$ cat src/rtl/gpio_pkg.sv
// gpio_pkg: register offsets shared by the gpio register block and the
// gpio_in_cond input-conditioning block. Both decode word offsets from
// addr[3:2] on the same simple memory bus.
package gpio_pkg;

    // gpio register block offsets
    localparam logic [1:0] GPIO_REG_GPEN = 2'b00;
    localparam logic [1:0] GPIO_REG_GPO  = 2'b01;
    localparam logic [1:0] GPIO_REG_GPI  = 2'b10;

    // gpio_in_cond register offsets
    typedef enum logic [1:0] {
        REG_LIMIT = 2'b00,  // debounce limit, R/W
        REG_MASK  = 2'b01,  // interrupt mask, R/W
        REG_PEND  = 2'b10,  // edge pending, read / write-1-to-clear
        REG_RAW   = 2'b11   // synchronized pad value, read-only
    } cond_reg_e;

endpackage

$ cat src/rtl/gpio_debounce_bit.sv
// gpio_debounce_bit: conditioning for one GPIO input bit.
//   2-flop synchronizer -> debouncer -> stable flop, plus a toggle pulse
//   that is high during the cycle whose closing edge flips stable.
// Optional feature macro: GPIO_IN_DEBOUNCE_EN. When undefined the counter
// and limit port disappear and stable simply follows the synchronizer.
// Ports:
//   clk, resetn      clock, asynchronous active-low reset
//   pin              raw asynchronous pad input
//   limit            debounce limit (only with GPIO_IN_DEBOUNCE_EN)
//   raw              synchronized pin (second synchronizer flop)
//   stable           debounced value
//   toggle           stable will change on the next edge
module gpio_debounce_bit #(
    parameter int unsigned CNT_W = 16
) (
    input  logic             clk,
    input  logic             resetn,
    input  logic             pin,
`ifdef GPIO_IN_DEBOUNCE_EN
    input  logic [CNT_W-1:0] limit,
`endif
    output logic             raw,
    output logic             stable,
    output logic             toggle
);

    logic sync1;

    // NOTE: sequential state uses non-blocking assignments so every flop
    // samples the pre-edge value of its source (sync1 -> raw is a shift).
    always_ff @(posedge clk or negedge resetn) begin
        if (!resetn) begin
            sync1 <= 1'b0;
            raw   <= 1'b0;
        end else begin
            sync1 <= pin;
            raw   <= sync1;
        end
    end

`ifdef GPIO_IN_DEBOUNCE_EN
    logic [CNT_W-1:0] cnt;

    // The counter holds how many consecutive edges raw has already
    // disagreed with stable; the edge on which it equals limit commits.
    assign toggle = (raw != stable) && (cnt == limit);

    always_ff @(posedge clk or negedge resetn) begin
        if (!resetn) begin
            cnt    <= '0;
            stable <= 1'b0;
        end else if (raw == stable) begin
            cnt    <= '0;
        end else if (cnt == limit) begin
            stable <= raw;
            cnt    <= '0;
        end else begin
            // Wraps at 2^CNT_W if limit was lowered below a running count.
            cnt    <= cnt + 1'b1;
        end
    end
`else
    assign toggle = (raw != stable);

    always_ff @(posedge clk or negedge resetn) begin
        if (!resetn) begin
            stable <= 1'b0;
        end else begin
            stable <= raw;
        end
    end
`endif

endmodule

$ cat src/rtl/gpio_in_cond.sv
// gpio_in_cond: input conditioning between the GPIO pads and gpio.gpi.
//   Per bit: synchronizer + programmable debouncer (gpio_debounce_bit).
//   Edges of the debounced value latch into PEND; irq = |(PEND & MASK),
//   registered. Registers on the simple memory bus, word offset addr[3:2]:
//   LIMIT (R/W), MASK (R/W), PEND (R/W1C), RAW (RO).
// Optional feature macro: GPIO_IN_DEBOUNCE_EN. Undefined: no counters or
// LIMIT register, LIMIT reads 0, gpi follows the synchronizer directly.
// Ports:
//   clk, resetn            clock, asynchronous active-low reset
//   mem_valid, mem_ready   bus request / one-cycle acknowledge
//   data, addr, we         write data, byte address, write enable
//   q                      read data (0 when mem_valid is low)
//   pin_in                 raw asynchronous pad inputs
//   gpi                    debounced inputs, feeds gpio.gpi
//   irq                    interrupt request
module gpio_in_cond
    import gpio_pkg::*;
#(
    parameter int unsigned           GPIO_WIDTH  = 4,
    parameter int unsigned           CNT_W       = 16,
    parameter logic [CNT_W-1:0]      RESET_LIMIT = CNT_W'(1000)
) (
    input  logic                  clk,
    input  logic                  resetn,
    input  logic                  mem_valid,
    output logic                  mem_ready,
    input  logic [31:0]           data,
    input  logic [31:0]           addr,
    input  logic                  we,
    output logic [31:0]           q,
    input  logic [GPIO_WIDTH-1:0] pin_in,
    output logic [GPIO_WIDTH-1:0] gpi,
    output logic                  irq
);

    cond_reg_e             reg_sel;
    logic                  wr_en;
    logic [GPIO_WIDTH-1:0] raw;
    logic [GPIO_WIDTH-1:0] stable;
    logic [GPIO_WIDTH-1:0] toggle;
    logic [GPIO_WIDTH-1:0] mask_q;
    logic [GPIO_WIDTH-1:0] pend_q;
    logic [GPIO_WIDTH-1:0] pend_clr;
    logic [31:0]           limit_rd;
    logic                  unused_bus_bits;

    assign reg_sel  = cond_reg_e'(addr[3:2]);
    assign wr_en    = mem_valid && we;
    assign pend_clr = (wr_en && reg_sel == REG_PEND) ? data[GPIO_WIDTH-1:0] : '0;
    assign gpi      = stable;

    // Only addr[3:2] and the low data bits are decoded.
    assign unused_bus_bits = ^{addr, data};

`ifdef GPIO_IN_DEBOUNCE_EN
    logic [CNT_W-1:0] limit_q;

    always_ff @(posedge clk or negedge resetn) begin
        if (!resetn) begin
            limit_q <= RESET_LIMIT;
        end else if (wr_en && reg_sel == REG_LIMIT) begin
            limit_q <= data[CNT_W-1:0];
        end
    end

    assign limit_rd = 32'(limit_q);
`else
    assign limit_rd = '0;
`endif

    for (genvar i = 0; i < GPIO_WIDTH; i++) begin : g_bit
        gpio_debounce_bit #(
            .CNT_W (CNT_W)
        ) u_bit (
            .clk    (clk),
            .resetn (resetn),
            .pin    (pin_in[i]),
`ifdef GPIO_IN_DEBOUNCE_EN
            .limit  (limit_q),
`endif
            .raw    (raw[i]),
            .stable (stable[i]),
            .toggle (toggle[i])
        );
    end

    always_ff @(posedge clk or negedge resetn) begin
        if (!resetn) begin
            mask_q    <= '0;
            pend_q    <= '0;
            irq       <= 1'b0;
            mem_ready <= 1'b0;
        end else begin
            mem_ready <= mem_valid;
            if (wr_en && reg_sel == REG_MASK) begin
                mask_q <= data[GPIO_WIDTH-1:0];
            end
            // A new edge wins over a simultaneous write-1-to-clear.
            pend_q <= (pend_q & ~pend_clr) | toggle;
            irq    <= |(pend_q & mask_q);
        end
    end

    // NOTE: q gets its default before the case so no path leaves it
    // unassigned, which would otherwise infer a latch.
    always_comb begin
        q = '0;
        if (mem_valid) begin
            unique case (reg_sel)
                REG_LIMIT: q = limit_rd;
                REG_MASK:  q = 32'(mask_q);
                REG_PEND:  q = 32'(pend_q);
                REG_RAW:   q = 32'(raw);
            endcase
        end
    end

endmodule
$ cat config.mk
export PLATFORM = sky130hd
export DESIGN_NAME = gpio_in_cond
export DESIGN_NICKNAME = d
export VERILOG_FILES = /design/src/rtl/gpio_pkg.sv /design/src/rtl/gpio_debounce_bit.sv /design/src/rtl/gpio_in_cond.sv
export SDC_FILE = /design/constraint.sdc
export NUM_CORES = 1
export LEC_CHECK = 0
export ABC_AREA = 1
export BUFFER_PORTS_ARGS = -buffer_cell sky130_fd_sc_hd__buf_2
export CAP_MARGIN = 30
export CORE_UTILIZATION = 39
export CTS_CLUSTER_DIAMETER = 120
export DETAILED_ROUTE_END_ITERATION = 6
export PLACE_DENSITY = 0.83
export SLEW_MARGIN = 20
export SYNTH_ARGS = -nofsm -noshare
export SYNTH_HDL_FRONTEND = slang
export SYNTH_SLANG_ARGS = --single-unit
export TNS_END_PERCENT = 10
$ cat constraint.sdc
create_clock -name clk -period 1.5 [get_ports clk]
set_input_delay 0 -clock clk [delete_from_list [all_inputs] [get_ports clk]]
set_output_delay 0 -clock clk [all_outputs]
set_load 0.005 [all_outputs]
==> metrics.txt <==
outcome=complete, no violations; post-synthesis sequential area ratio=0.485; Avg Cell Area, Syn=9.47 um^2; Max VDD drop=0.722 mV; cts bufs inserted=3; placed inst area=1130 um^2; Hold/Removal Path Class=in2reg; Tmin final=1130 ps; WHS=31.9 ps; area growth from synthesis to layout=12.8%; Die ar.=3130 um^2; post-CTS sizing=0; Cells after DPL=167; CP max stage delay=430 ps; Post-CTS Hold Fix Bufs=10; Die Width=56.0 um; Final period util=0.753; CP top delay family=flip-flops; clock-pin transition on the worst setup and hold timing paths=130 ps; most common cell after layout, fill and taps aside=conb_1; slowest CP cell=dfrtp_1; CTS Sinks=22; final number of max-transition violations=0; Routed wire per std cell=9.57 um; first-pass GRT wire length=2940 um; Vias=770; Worst EP arrival=1130 ps; PnR Total Power=1.31 mW; DR iter-0 viols=14; synthesized flop and latch total=22; row count=19; Setup violations, final=0; Total Wirelength=1730 um; Critical Path RT=1500 ps; maximum clock frequency=885 MHz; Core Util, Final=0.465; Final Hold Fails=0; IO buf count=23; H-tree Lvls=1; CTS max path bufs=2; worst path cell trace=nand3_1, nand3_1, nand2_1, inv_1, buf_2; iteration count of the initial detailed-routing pass=4; Reg area=551 um^2; Remaining Overflow, GRT=0; Leak=0.685 nW; Root Buffer=clkbuf_4; critical path type=reg2out; dpl ws=723 ps; CTS tree=built; Syn Inst Count=120; Die Height=56.0 um; worst setup margin=371 ps; CP Launch Type=register; routability cong.=0.801; postcts setup bufs=0; Initial Util=0.412; Setup TNS=0 ps; CP endpoint kind=output port; detailed placer's ending HPWL=1240 um; Final ANT Viol Nets=0; DRC=0; Total Routing Usage GR=0.124; Distinct cells, synth=14; largest net degree at the start of global routing=23; NumNets Final=223; Buffers & Inverters on Critical Path=2; initial antenna violation count=0; synth warn=0; Design Area, Final=1280 um^2; clock skew=5.73 ps; max-cap violations=0; layout cells sized above 1=0.207; RSZ-0062 raised after global routing=no; Worst path most repeated cell=nand3_1; Max FO, Critical Path=3; FILL cells=265; vias per inst=4.25; I/O pin count=110; clk_lat worst skew=310 ps; multi-input logic area=378 um^2; core box area=2760 um^2; vias in the first global route=668; commonest non-fill, non-tap cells in the layout=conb_1, buf_2, dfrtp_1, nand2_1, nand3_1; ant diodes=0; Mapped Area=1140 um^2; pwr/cell area=1020 nW/um^2; Finished Layout Cells=181
[routing by layer]
layer	vias to the layer above	part of all wire	global-route usage
met2	40	0.43	0.184
met4	0	0.0058	0.0523
met5	-	0	0
li1	378	-	-
met1	350	0.48	0.156
met3	2	0.084	0.0558
[synthesized netlist by cell type]
cell       n  area, um^2
dfrtp_1   22         551
buf_6      2        22.5
xnor2_1    4        35.0
nand2_1   21        78.8
nor2_4     1        11.3
buf_4     32         240
inv_4      2        12.5
nand4_4    1        21.3
inv_1      8        30.0
o21ai_1    4        20.0
nand4_1    1        6.26
nand3_1   20         100
clkinv_1   1        3.75
conb_1     1        3.75
[kinds of logic after synthesis]
group,synth area share
compound gates,0.0176
xor+xnor,0.0308
buf+inv,0.272
flops,0.485
other cells,0.00330
simple gates,0.192
[power breakdown]
group          internal, mW  switching, mW
clock                 0.270          0.186
combinational        0.0835          0.101
sequential            0.640         0.0300
[worst register-to-register path, stage by stage (launching register included)]
cell,delay (ps)
dfrtp_1,430
xnor2_1,160
nand2_1,70
[layout make-up]
cell class | instances | share of cell area
repair buffers | 33 | 0.168
inverters | 11 | 0.0361
well taps | 31 | 0.0303
clock inverters | 1 | 0.0234
clock buffers | 3 | 0.0176
flip-flops and latches | 22 | 0.430
multi-input cells | 80 | 0.295
[sequential cells by signal (all words and copies together) (netlist names)]
register	flops
pend_q	4
g_bit.u_bit.stable	4
g_bit.u_bit.raw	4
g_bit.u_bit.sync1	4
mask_q	4
irq	1
mem_ready	1
[path summary, 6_finish.rpt]
path / start / endpoint / slack (ps) / cells past startpoint
worst max-delay path: g_bit[2].u_bit.raw$_DFF_PN0_ / q[2] / 370 / 5
max in group asynchronous: resetn / g_bit[1].u_bit.stable$_DFF_PN0_ / 1010 / 2
min in group asynchronous: resetn / mem_ready$_DFF_PN0_ / 160 / 2
worst min-delay path: we / mask_q[0]$_DFFE_PN0P_ / 30 / 3
worst max register to register: g_bit[2].u_bit.raw$_DFF_PN0_ / pend_q[2]$_DFF_PN0_ / 740 / 2
worst min register to register: g_bit[1].u_bit.sync1$_DFF_PN0_ / g_bit[1].u_bit.raw$_DFF_PN0_ / 360 / 0
Note: power is estimated with default switching activity, not from simulation.
